File: src/rtl/game_pkg.sv
// game_pkg: shared definitions for the whack-a-mole game controller.
// Contents: state encoding (IDLE/COUNTDOWN/PLAY/OVER), state width and
// default countdown / play-window lengths in seconds.
package game_pkg;

  localparam int unsigned STATE_W           = 2;
  localparam int unsigned COUNTDOWN_SEC_DEF = 5;
  localparam int unsigned GAME_SEC_DEF      = 30;
  localparam int unsigned NUM_MOLES         = 5;

  typedef enum logic [STATE_W-1:0] {
    IDLE      = 2'd0,
    COUNTDOWN = 2'd1,
    PLAY      = 2'd2,
    OVER      = 2'd3
  } state_t;

endpackage

File: src/rtl/game_sequencer_rise_detect.sv
// rise_detect: registered rising-edge detector for a bus of level inputs.
// Ports:
//   clk   - system clock
//   reset - synchronous active-high reset, clears the history register
//   cur   - current level of the inputs
//   rise  - per-bit rising edge, cur & ~prev (combinational from cur)
module rise_detect #(
  parameter int unsigned WIDTH = 1
) (
  input  logic             clk,
  input  logic             reset,
  input  logic [WIDTH-1:0] cur,
  output logic [WIDTH-1:0] rise
);

  logic [WIDTH-1:0] prev;

  always_ff @(posedge clk) begin
    if (reset) prev <= '0;
    else       prev <= cur;
  end

  assign rise = cur & ~prev;

endmodule

File: src/rtl/game_sequencer.sv
// game_sequencer: central controller for the whack-a-mole game.
// Sequences IDLE -> COUNTDOWN -> PLAY -> OVER using a one-cycle 1 Hz tick
// enable, and scores edge-detected button presses against the lit moles.
// Ports:
//   clk, reset     - system clock, synchronous active-high reset
//   tick_1hz       - one-clk pulse per second
//   start          - debounced start button (level)
//   button_db      - debounced mole buttons (level)
//   mole_led       - current mole pattern (one-hot or zero)
//   mole_enable    - high in PLAY, gates the mole pattern generator
//   game_begin     - high in PLAY and OVER, display shows score
//   countdown_val  - seconds remaining in COUNTDOWN
//   time_left      - seconds remaining in PLAY
//   score          - hits this game, saturating
//   hit_pulse      - one-clk pulse per accepted hit
//   miss_pulse     - one-clk pulse per wrong-button press
//   game_over      - high in OVER
//   state          - current state encoding
module game_sequencer
  import game_pkg::*;
#(
  parameter int unsigned COUNTDOWN_SEC = COUNTDOWN_SEC_DEF,
  parameter int unsigned GAME_SEC      = GAME_SEC_DEF,
  parameter int unsigned SCORE_W       = 8
) (
  input  logic               clk,
  input  logic               reset,
  input  logic               tick_1hz,
  input  logic               start,
  input  logic [4:0]         button_db,
  input  logic [4:0]         mole_led,
  output logic               mole_enable,
  output logic               game_begin,
  output logic [3:0]         countdown_val,
  output logic [5:0]         time_left,
  output logic [SCORE_W-1:0] score,
  output logic               hit_pulse,
  output logic               miss_pulse,
  output logic               game_over,
  output logic [STATE_W-1:0] state
);

  localparam logic [3:0] CD_INIT   = 4'(COUNTDOWN_SEC);
  localparam logic [5:0] GAME_INIT = 6'(GAME_SEC);

  state_t     st_q;
  logic       lockout;
  logic       start_rise;
  logic [4:0] btn_rise;
  logic       hit;
  logic       miss;

  rise_detect #(.WIDTH(1)) u_start_rise (
    .clk   (clk),
    .reset (reset),
    .cur   (start),
    .rise  (start_rise)
  );

  rise_detect #(.WIDTH(NUM_MOLES)) u_btn_rise (
    .clk   (clk),
    .reset (reset),
    .cur   (button_db),
    .rise  (btn_rise)
  );

  // Lockout allows at most one scored hit per second.
  assign hit  = (|(btn_rise & mole_led)) & ~lockout;
  assign miss = |(btn_rise & ~mole_led);

  assign state = st_q;

  always_ff @(posedge clk) begin
    if (reset) begin
      st_q          <= IDLE;
      countdown_val <= '0;
      time_left     <= '0;
      score         <= '0;
      lockout       <= 1'b0;
      hit_pulse     <= 1'b0;
      miss_pulse    <= 1'b0;
      mole_enable   <= 1'b0;
      game_begin    <= 1'b0;
      game_over     <= 1'b0;
    end else begin
      hit_pulse  <= 1'b0;
      miss_pulse <= 1'b0;
      case (st_q)
        IDLE, OVER: begin
          if (start_rise) begin
            st_q          <= COUNTDOWN;
            countdown_val <= CD_INIT;
            score         <= '0;
            game_begin    <= 1'b0;
            game_over     <= 1'b0;
          end
        end
        COUNTDOWN: begin
          if (tick_1hz) begin
            if (countdown_val == 4'd1) begin
              st_q          <= PLAY;
              countdown_val <= '0;
              time_left     <= GAME_INIT;
              lockout       <= 1'b0;
              mole_enable   <= 1'b1;
              game_begin    <= 1'b1;
            end else begin
              countdown_val <= countdown_val - 4'd1;
            end
          end
        end
        PLAY: begin
          if (hit) begin
            hit_pulse <= 1'b1;
            if (score != '1) score <= score + SCORE_W'(1);
          end
          miss_pulse <= miss;
          // A tick wins over a same-cycle hit for lockout; the hit still scores.
          if (tick_1hz) begin
            lockout <= 1'b0;
            if (time_left == 6'd1) begin
              st_q        <= OVER;
              time_left   <= '0;
              mole_enable <= 1'b0;
              game_over   <= 1'b1;
            end else begin
              time_left <= time_left - 6'd1;
            end
          end else if (hit) begin
            lockout <= 1'b1;
          end
        end
        default: begin
          st_q          <= IDLE;
          countdown_val <= '0;
          time_left     <= '0;
          score         <= '0;
          lockout       <= 1'b0;
          mole_enable   <= 1'b0;
          game_begin    <= 1'b0;
          game_over     <= 1'b0;
        end
      endcase
    end
  end

endmodule
File: config.mk
export PLATFORM = sky130hd
export DESIGN_NAME = game_sequencer
export DESIGN_NICKNAME = d
export VERILOG_FILES = /design/src/rtl/game_pkg.sv /design/src/rtl/game_sequencer_rise_detect.sv /design/src/rtl/game_sequencer.sv
export SDC_FILE = /design/constraint.sdc
export NUM_CORES = 1
export LEC_CHECK = 0
export CORE_MARGIN = 2
export CORE_UTILIZATION = 40
export CTS_BUF_LIST = sky130_fd_sc_hd__clkbuf_8
export DETAILED_ROUTE_END_ITERATION = 12
export HOLD_SLACK_MARGIN = 0.08
export PLACE_DENSITY = 0.66
export REMOVE_ABC_BUFFERS = 1
export SLEW_MARGIN = 10
export SYNTH_ARGS = -nofsm -noshare
export SYNTH_HDL_FRONTEND = slang
export SYNTH_HIERARCHICAL = 1
export SYNTH_SLANG_ARGS = --single-unit
File: constraint.sdc
create_clock -name clk -period 2.8 [get_ports clk]
set_input_delay 0.28 -clock clk [delete_from_list [all_inputs] [get_ports clk]]
set_output_delay 0.28 -clock clk [all_outputs]
set_load 0.01 [all_outputs]
Word level (Yosys, flattened, before mapping)
Cells that the tools add are included.
Widths: inputs -> output; s select.
{"block": "classes", "n_eq_ne": 14, "bitwise_logic": 10, "muxes": 35, "addsub": 3, "n_reduce_logical": 16}
{"op": "$mux 6", "count": 4}
{"op": "$mux 8", "count": 3}
{"op": "$reduce_and 4->1", "count": 5}
{"op": "$pmux 8 s2", "count": 1}
{"op": "$and 5x5->5", "count": 3}
{"op": "$ne 2x2->1 const B", "count": 7}
{"op": "$mux 1", "count": 12}
{"op": "$mux 4", "count": 3}
{"op": "$pmux 6 s2", "count": 1}
{"op": "$mux 2", "count": 5}
{"op": "$not 5->5", "count": 2}
{"op": "$reduce_and 5->1", "count": 2}
{"op": "$reduce_or 5->1", "count": 2}
{"op": "$add 8x1->8 const B", "count": 1}
{"op": "$ne 8x8->1 const B", "count": 1}
{"op": "$pmux 1 s2", "count": 4}
{"op": "$pmux 4 s2", "count": 1}
{"op": "$eq 6x1->1 const B", "count": 1}
{"op": "$pmux 2 s3", "count": 1}
{"op": "$reduce_bool 2->1", "count": 3}
{"op": "$sub 6x1->6 const B", "count": 1}
{"op": "$eq 2x2->1 const B", "count": 2}
{"op": "$eq 4x1->1 const B", "count": 1}
{"op": "$reduce_or 2->1", "count": 2}
{"op": "other kinds (7)", "count": 10}
{"block": "word_totals", "regBits": 32, "in_bits": 14}

Longest topological paths before layout
Gate-level depths: netlist of run 1.
{"block": "logic_depth", "depth_word": 8, "depth_mapped": 8}

Hierarchy
The synthesis of run 1 kept the hierarchy.
{"module": "game_sequencer", "instances": 1, "area_each_um2": 1519.0, "cells_each": 180}
{"module": "rise_detect at u_btn_rise", "instances": 1, "area_each_um2": 162.7, "cells_each": 15}
{"module": "rise_detect at u_start_rise", "instances": 1, "area_each_um2": 47.5, "cells_each": 3}

Worst setup path after synthesis of run 1
OpenSTA, ideal clock, no wires.
{"block": "synth_timing", "path_type": "flip-flop to flip-flop", "start": "reg st_q[0], in the netlist state[0]", "end": "reg score[4]", "stages_incl_launch_ff": 9, "setup_slack_ns": 0.668, "required_ns": 2.726, "synth_period_minus_slack_ns": 2.132, "arrival_time_ns": 2.057, "n_path_buf": 1, "path_cell_list": "dfxtp_1 inv_1 ha_1 buf_6 mux2i_2 a41oi_4 nand2_4 or4_1 a31oi_1"}
{"block": "synth_between", "elab_chain_len": 4, "word_cells_on_any_way": 10, "classes_between": "eq/ne: 5; mux: 1; reduce/logical: 4"}
{"item": "start, declared", "line": "game_sequencer.sv:46", "source": "state_t st_q;"}
{"item": "start signal, assigned", "line": "game_sequencer.sv:75", "source": "st_q <= IDLE;"}
{"item": "start signal, assigned", "line": "game_sequencer.sv:91", "source": "st_q <= COUNTDOWN;"}
{"item": "start signal, assigned", "line": "game_sequencer.sv:101", "source": "st_q <= PLAY;"}
{"item": "$eq 2x2->1 or $logic_not 2->1 (tied branches)", "line": "game_sequencer.sv:88", "source": "case (st_q)"}
{"item": "$reduce_or 2->1", "line": "game_sequencer.sv:88"}
{"item": "$ne 2x2->1 (no source line) or $reduce_bool 2->1 (tied branches)"}
{"item": "$reduce_and 4->1 (no source line)"}
{"item": "end signal, assigned", "line": "game_sequencer.sv:115", "source": "if (score != '1) score <= score + SCORE_W'(1);"}
{"item": "end, declared", "line": "game_sequencer.sv:36", "source": "output logic [SCORE_W-1:0] score,"}
Several ways; a longest one is shown, not always the timed one.
A chain may end at the register's enable or synchronous reset.

Worst setup path after layout of run 1
{"block": "layout_timing", "start": "reg st_q[0], in the netlist state[0]", "end": "reg score[3]"}
The elaborated chain is that of the path after synthesis.

==> results.toml, run 1 <==
[worst_setup_path]
worst_setup_path_start_kind = "register"
critical_path_required_ns = 3.01
critPathMostFrequentCell = "o21ai_0"
crit_path_top_delay_cell = "a221oi_1"
criticalPathCategory = "reg2reg"
crit_path_cell_trace = "inv_1, ha_1, mux2i_2, a41oi_4, a221oi_1, o21ai_0, o21ai_0"
crit_path_max_incr_delay_ns = 0.58
cp.arrival_ns = 2.46
kind_of_end_point_of_the_critical_path = "register"
worstPathMaxFanout = 7

[finish]
fillers = 397
regArea_um2 = 641
finalCoreUtilization_pct = 54.3
mostFrequentLayoutCells = "38 x clkdlybuf4s50_1, 32 x dfxtp_1, 18 x inv_1, 16 x a21oi_1, 13 x nand2_1"
synthToLayoutAreaGrowth_pct = 28.2
final_common_cell = "clkdlybuf4s50_1"
final-instance-count-excl-fill = 291
finish.instance_area_um2 = 2220
drive_gt1_share_pct = 6.64
nNetsFinal = 263
antenna_cells_inserted = 0
multiInputGateArea_um2 = 977

[sta]
fin_worst_hold_slack_ns = 0.478
worstMarginPinSlew_ns = 0.596
clock-skew-final_ns = 0.00661
timing.final.setup_violations = 0
finalWorstSetupSlack_ns = 0.558
final.min_clock_period_ns = 2.24
timing.fmax_mhz = 446
aggregate_negative_setup_slack_ns = 0
hold_viol_final = 0
final_period_util_pct = 80.1
rsz_0062_raised_after_global_routing = "false"
maxSlewViolCount = 0
slew_headroom_pct = 60.3

[route]
post_drt_wl_per_cell_um = 12.9
drt_iter0_drc = 93
post-route-drc-count = 0
postRouteWirelength_mm = 3.75
dr_total_vias = 1550
drt-vias-per-instance = 5.33
first_pass_iters = 7
antenna_left = 0

[logic_synthesis]
ys.flop_type = "dfxtp_1"
ys_ff_latch = 32
ys_types = 46
synth.largest_area_cell = "dfxtp_1"
yosysSeqAreaShare_pct = 37.0
number_of_instances_in_the_synthesized_netlist = 198
synth_area_per_cell_um2 = 8.73
synth_edf_count = 0
synth.cell_area_um2 = 1730
yosys.area.top_type_share_pct = 37.0
synth_top_cells_by_area = "dfxtp_1 37%, ha_1 5.8%, a21oi_1 4.6%, nor2b_1 4.0%, inv_1 3.7%"
yosys_warnings = 6
async_reset_ff_share_pct = 0

[cts]
clk_root_buf = "clkbuf_8"
cts.repair.resized = 0
clkSlewWorstSetupHoldPaths_ns = 0.07
clock_sink_count = 32
cts_tree = "yes"
tritoncts.num_buffers = 5
clock_latency_on_the_worst_skew_pair_ns = 0.28
holdBufCountCts = 0
clock_tree.buffer_depth = 2
cts.repair_timing.setup_buffer_count = 0
cts_htree_levels = 2

[global_route]
wire_length_of_the_first_global_routing_pass_mm = 6.38
groute.usage.overall_pct = 16.4
first_global_vias = 1399
antenna_found_initial = 0
grt_overflow_total = 0
grt_start_max_net_pins = 24

[floorplan]
die_x_um = 69.8
num_io_pins = 39
core.rowCount = 23
die_height_um = 69.8
start_util_pct = 42.3
core_area_um2 = 4090
die-area_um2 = 4870

[placed_design]
dp.cells = 284
place_congestion = 0.886
detailedPlacementHpwl_mm = 2.80
pre_cts_ws_ns = 0.406
placed_area_um2 = 2140
port_buffers = 38

[hold_path]
min-delay-path-class = "reg2reg"

[pwr]
part_of_the_total_power_dissipated_in_the_clock_network_pct = 18.3
seqPwrFrac_pct = 34.0
powerDensity_nw_per_um2 = 807
power.net_switching_mw = 0.689
internal_power_mw = 1.10
total_leakage_power_nw = 0.805
p_sw_share_pct = 38.5
vdd_ir_max_mv = 0.515
report.power.total_mw = 1.79
comb_power_share_pct = 47.7

[status]
outcome = "completed"

[run]
cap_viol_max_count = 0
sequential cells by signal, indices dropped and copies added, names as in the netlist:
register,cells
mole_enable,1
countdown_val,4
hit_pulse,1
u_start_rise/prev,1
game_begin,1
score,8
u_btn_rise/prev,5
lockout,1
state,2
game_over,1
time_left,6
miss_pulse,1
cell type report:
type                       instances  share of cell area [%]
multi-input combinational        145                    44.1
sequential                        32                    28.9
timing repair buffer              40                    17.8
clock buffer                       5                    3.10
inverter                          17                    2.88
tap                               50                    2.82
clock inverter                     2                   0.395
routing by layer:
layer / routed length [µm] / part of all wire, % / track usage (%)
met2: 1680 / 45 / 26.0
met3: 186 / 5.0 / 4.65
met4: 77 / 2.1 / 6.62
met5: 0 / 0 / 0
met1: 1810 / 48 / 20.9
synth_stat cells (3+ instances only):
cell,n
a21oi_1,16
a31oi_1,5
and2_1,3
and3_1,4
dfxtp_1,32
ha_1,8
inv_1,17
mux2i_1,4
nand2_1,13
nand2b_1,6
nand3_1,12
nor2_1,11
nor2b_1,11
nor3_1,5
nor3b_1,3
o21ai_0,9
critical path, delay by kind of cell (launching register included):
family                   cells  cell delay, ns
multiplexers                 1            0.34
adder cells (fa/ha/maj)      1            0.44
buffers and inverters        1            0.06
AO/OA/AOI/OAI                4            0.94
flip-flops                   1            0.40
worst paths after layout:
kind	from	to	slack [ns]	depth (start not counted)
setup / recovery	state[0]	score[3]	0.56	7
hold reg to reg	mole_enable	mole_enable	0.48	1
hold / removal	mole_enable	mole_enable	0.48	1
setup reg to reg	state[0]	score[3]	0.56	7
power by group through the flow:
stage	registers, mW	clock network [mW]	logic [mW]
global placement	0.619	0	0.842
detailed placement	0.618	0	0.851
CTS	0.609	0.338	0.853
finish	0.609	0.327	0.853
global route	0.623	0.363	0.948
floorplan	0.637	0	0.546
logic make-up after synthesis:
| family | synth area share [%] |
|---|---|
| DFF | 37.0 |
| and+or+nand+nor | 26.6 |
| adders and majority gates | 5.79 |
| buffers and inverters | 6.44 |
| AOI/OAI and AO/OA | 20.0 |
| muxes | 3.11 |
| xor gates and xnor gates | 1.01 |
Power figures use the tool's default switching activity.
==> inputs of run 2 (changes only) <==
Settings changed: PLACE_DENSITY 0.66 to 0.68.
Clock period 2.8 ns to 2.05 ns, I/O delays scaled along.
==> results.toml, run 2 (same netlist as run 1, synthesis figures left out) <==
[sta]
hold_viol_final = 0
timing.fmax_mhz = 513
aggregate_negative_setup_slack_ns = 0
clock-skew-final_ns = 0.00473
finalWorstSetupSlack_ns = 0.100
final.min_clock_period_ns = 1.95
slew_headroom_pct = 71.3
timing.final.setup_violations = 0
final_period_util_pct = 95.1
worstMarginPinSlew_ns = 0.430
maxSlewViolCount = 0
rsz_0062_raised_after_global_routing = "false"

[cts]
clock_latency_on_the_worst_skew_pair_ns = 0.28
cts_tree = "yes"
tritoncts.num_buffers = 5
clkSlewWorstSetupHoldPaths_ns = 0.06
cts.repair_timing.setup_buffer_count = 0
clk_root_buf = "clkbuf_8"
holdBufCountCts = 0
cts_htree_levels = 2
cts.repair.resized = 0
clock_sink_count = 32
clock_tree.buffer_depth = 2

[route]
postRouteWirelength_mm = 3.92
dr_total_vias = 1590
antenna_left = 0
drt_iter0_drc = 105
drt-vias-per-instance = 5.20
post-route-drc-count = 0
first_pass_iters = 5
post_drt_wl_per_cell_um = 12.8

[placed_design]
place_congestion = 0.852
pre_cts_ws_ns = -0.0373
detailedPlacementHpwl_mm = 2.88
dp.cells = 299
port_buffers = 38

[floorplan]
core_area_um2 = 4090
num_io_pins = 39
core.rowCount = 23
die_x_um = 69.8
die-area_um2 = 4870
die_height_um = 69.8
start_util_pct = 42.3

[finish]
fillers = 398
largest_register_ff_count = 8
drive_gt1_share_pct = 12.1
final-instance-count-excl-fill = 306
synthToLayoutAreaGrowth_pct = 34.7
regMostFlops = "score"
nNetsFinal = 278
finalCoreUtilization_pct = 57.0
final_common_cell = "clkdlybuf4s50_1"
antenna_cells_inserted = 0
mostFrequentLayoutCells = "38 x clkdlybuf4s50_1, 32 x dfxtp_1, 18 x inv_1, 17 x buf_4, 16 x a21oi_1"
top_flop_regs = "score x8, time_left x6, u_btn_rise/prev x5"

[worst_setup_path]
crit_path_top_delay_cell = "or4_1"
ff2ff_setup_slack_ns = 0.10
worst-path-buf-inv = 1
path_delay_family = "simple AND/OR/NAND/NOR gates"
criticalPathCategory = "reg2reg"
crit_path_max_incr_delay_ns = 0.47
worstPathMaxFanout = 5
crit_end = "score[4]"
cp.arrival_ns = 2.15
crit_reg_reg_startpoint = "state[0]"
endpoint_of_the_worst_slack_reg_to_reg_timing_path = "score[4]"
critical_path_cell_count = 7
worst_setup_path_start_kind = "register"
timing.reg2reg.worst_path_depth = 7
crit_path_cell_trace = "inv_1, ha_1, mux2i_2, a41oi_4, nand2_4, or4_1, a31oi_1"
kind_of_end_point_of_the_critical_path = "register"
critical_path_required_ns = 2.25
worst_setup_path_start = "state[0]"

[hold_path]
min-delay-path-class = "reg2reg"

[pwr]
vdd_ir_max_mv = 0.701
powerDensity_nw_per_um2 = 1120
total_leakage_power_nw = 0.879

[global_route]
grt_overflow_total = 0
grt_start_max_net_pins = 24
groute.usage.overall_pct = 17.6
antenna_found_initial = 0
first_global_vias = 1487
wire_length_of_the_first_global_routing_pass_mm = 6.98

[status]
outcome = "completed"

[run]
cap_viol_max_count = 0
==> run 2: changes by cell type in the layout (fill, tap and decap cells not counted) <==
cell and delta:
buf_4 +15
==> run 2: stage by stage <==
stage | cell area [µm²] | power (mW) | hold slack, ns
2_1_floorplan | 1680 | 1.61 | 0.269
6_report | 2330 | 2.61 | 0.475
3_3_place_gp | 2250 | 2.16 | 0.462
3_5_place_dp | 2250 | 2.17 | 0.468
5_1_grt | 2330 | 2.82 | 0.506
4_1_cts | 2330 | 2.63 | 0.483
==> run 2: where the power goes <==
| group | internal [mW] | total (mW) | leakage [nW] | switching, mW |
|---|---|---|---|---|
| Sequential | 0.726 | 0.818 | 0.261 | 0.0919 |
| Clock | 0.225 | 0.442 | 0.0452 | 0.216 |
| Combinational | 0.687 | 1.35 | 0.573 | 0.663 |
| Total | 1.64 | 2.61 | 0.879 | 0.971 |
==> run 2: cell type report <==
| type | count | area [µm²] | area share (%) |
|---|---|---|---|
| clock inverter | 2 | 8.76 | 0.376 |
| timing repair buffer | 55 | 508 | 21.8 |
| multi-input combinational | 145 | 977 | 41.9 |
| clock buffer | 5 | 68.8 | 2.95 |
| inverter | 17 | 63.8 | 2.74 |
| tap | 50 | 62.6 | 2.69 |
| sequential | 32 | 641 | 27.5 |
==> run 2: worst min path at each step <==
stage | cells after the start | startpoint | endpoint
2_1_floorplan | 1 | reset | u_start_rise/prev
3_3_place_gp | 1 | mole_enable | mole_enable
3_5_place_dp | 1 | mole_enable | mole_enable
4_1_cts | 1 | mole_enable | mole_enable
5_1_grt | 2 | button_db[2] | u_btn_rise/prev[2]
6_report | 1 | mole_enable | mole_enable
==> run 2: metal layers <==
layer	vias up	wire, µm	GRT usage (%)	part of all wire (%)
met2	37	1790	27.6	46
met5	-	0	0	0
met4	0	53	6.20	1.4
met3	5	175	3.49	4.5
met1	727	1890	24.3	48
li1	821	-	-	-
==> run 2: worst reg2reg max path: cells and delay by family, from the launching register on <==
family | cells | cell delay, ns
compound gates | 2 | 0.43
mux | 1 | 0.19
fa+ha+maj | 1 | 0.32
simple gates | 2 | 0.56
buf+inv | 1 | 0.05
flops | 1 | 0.33
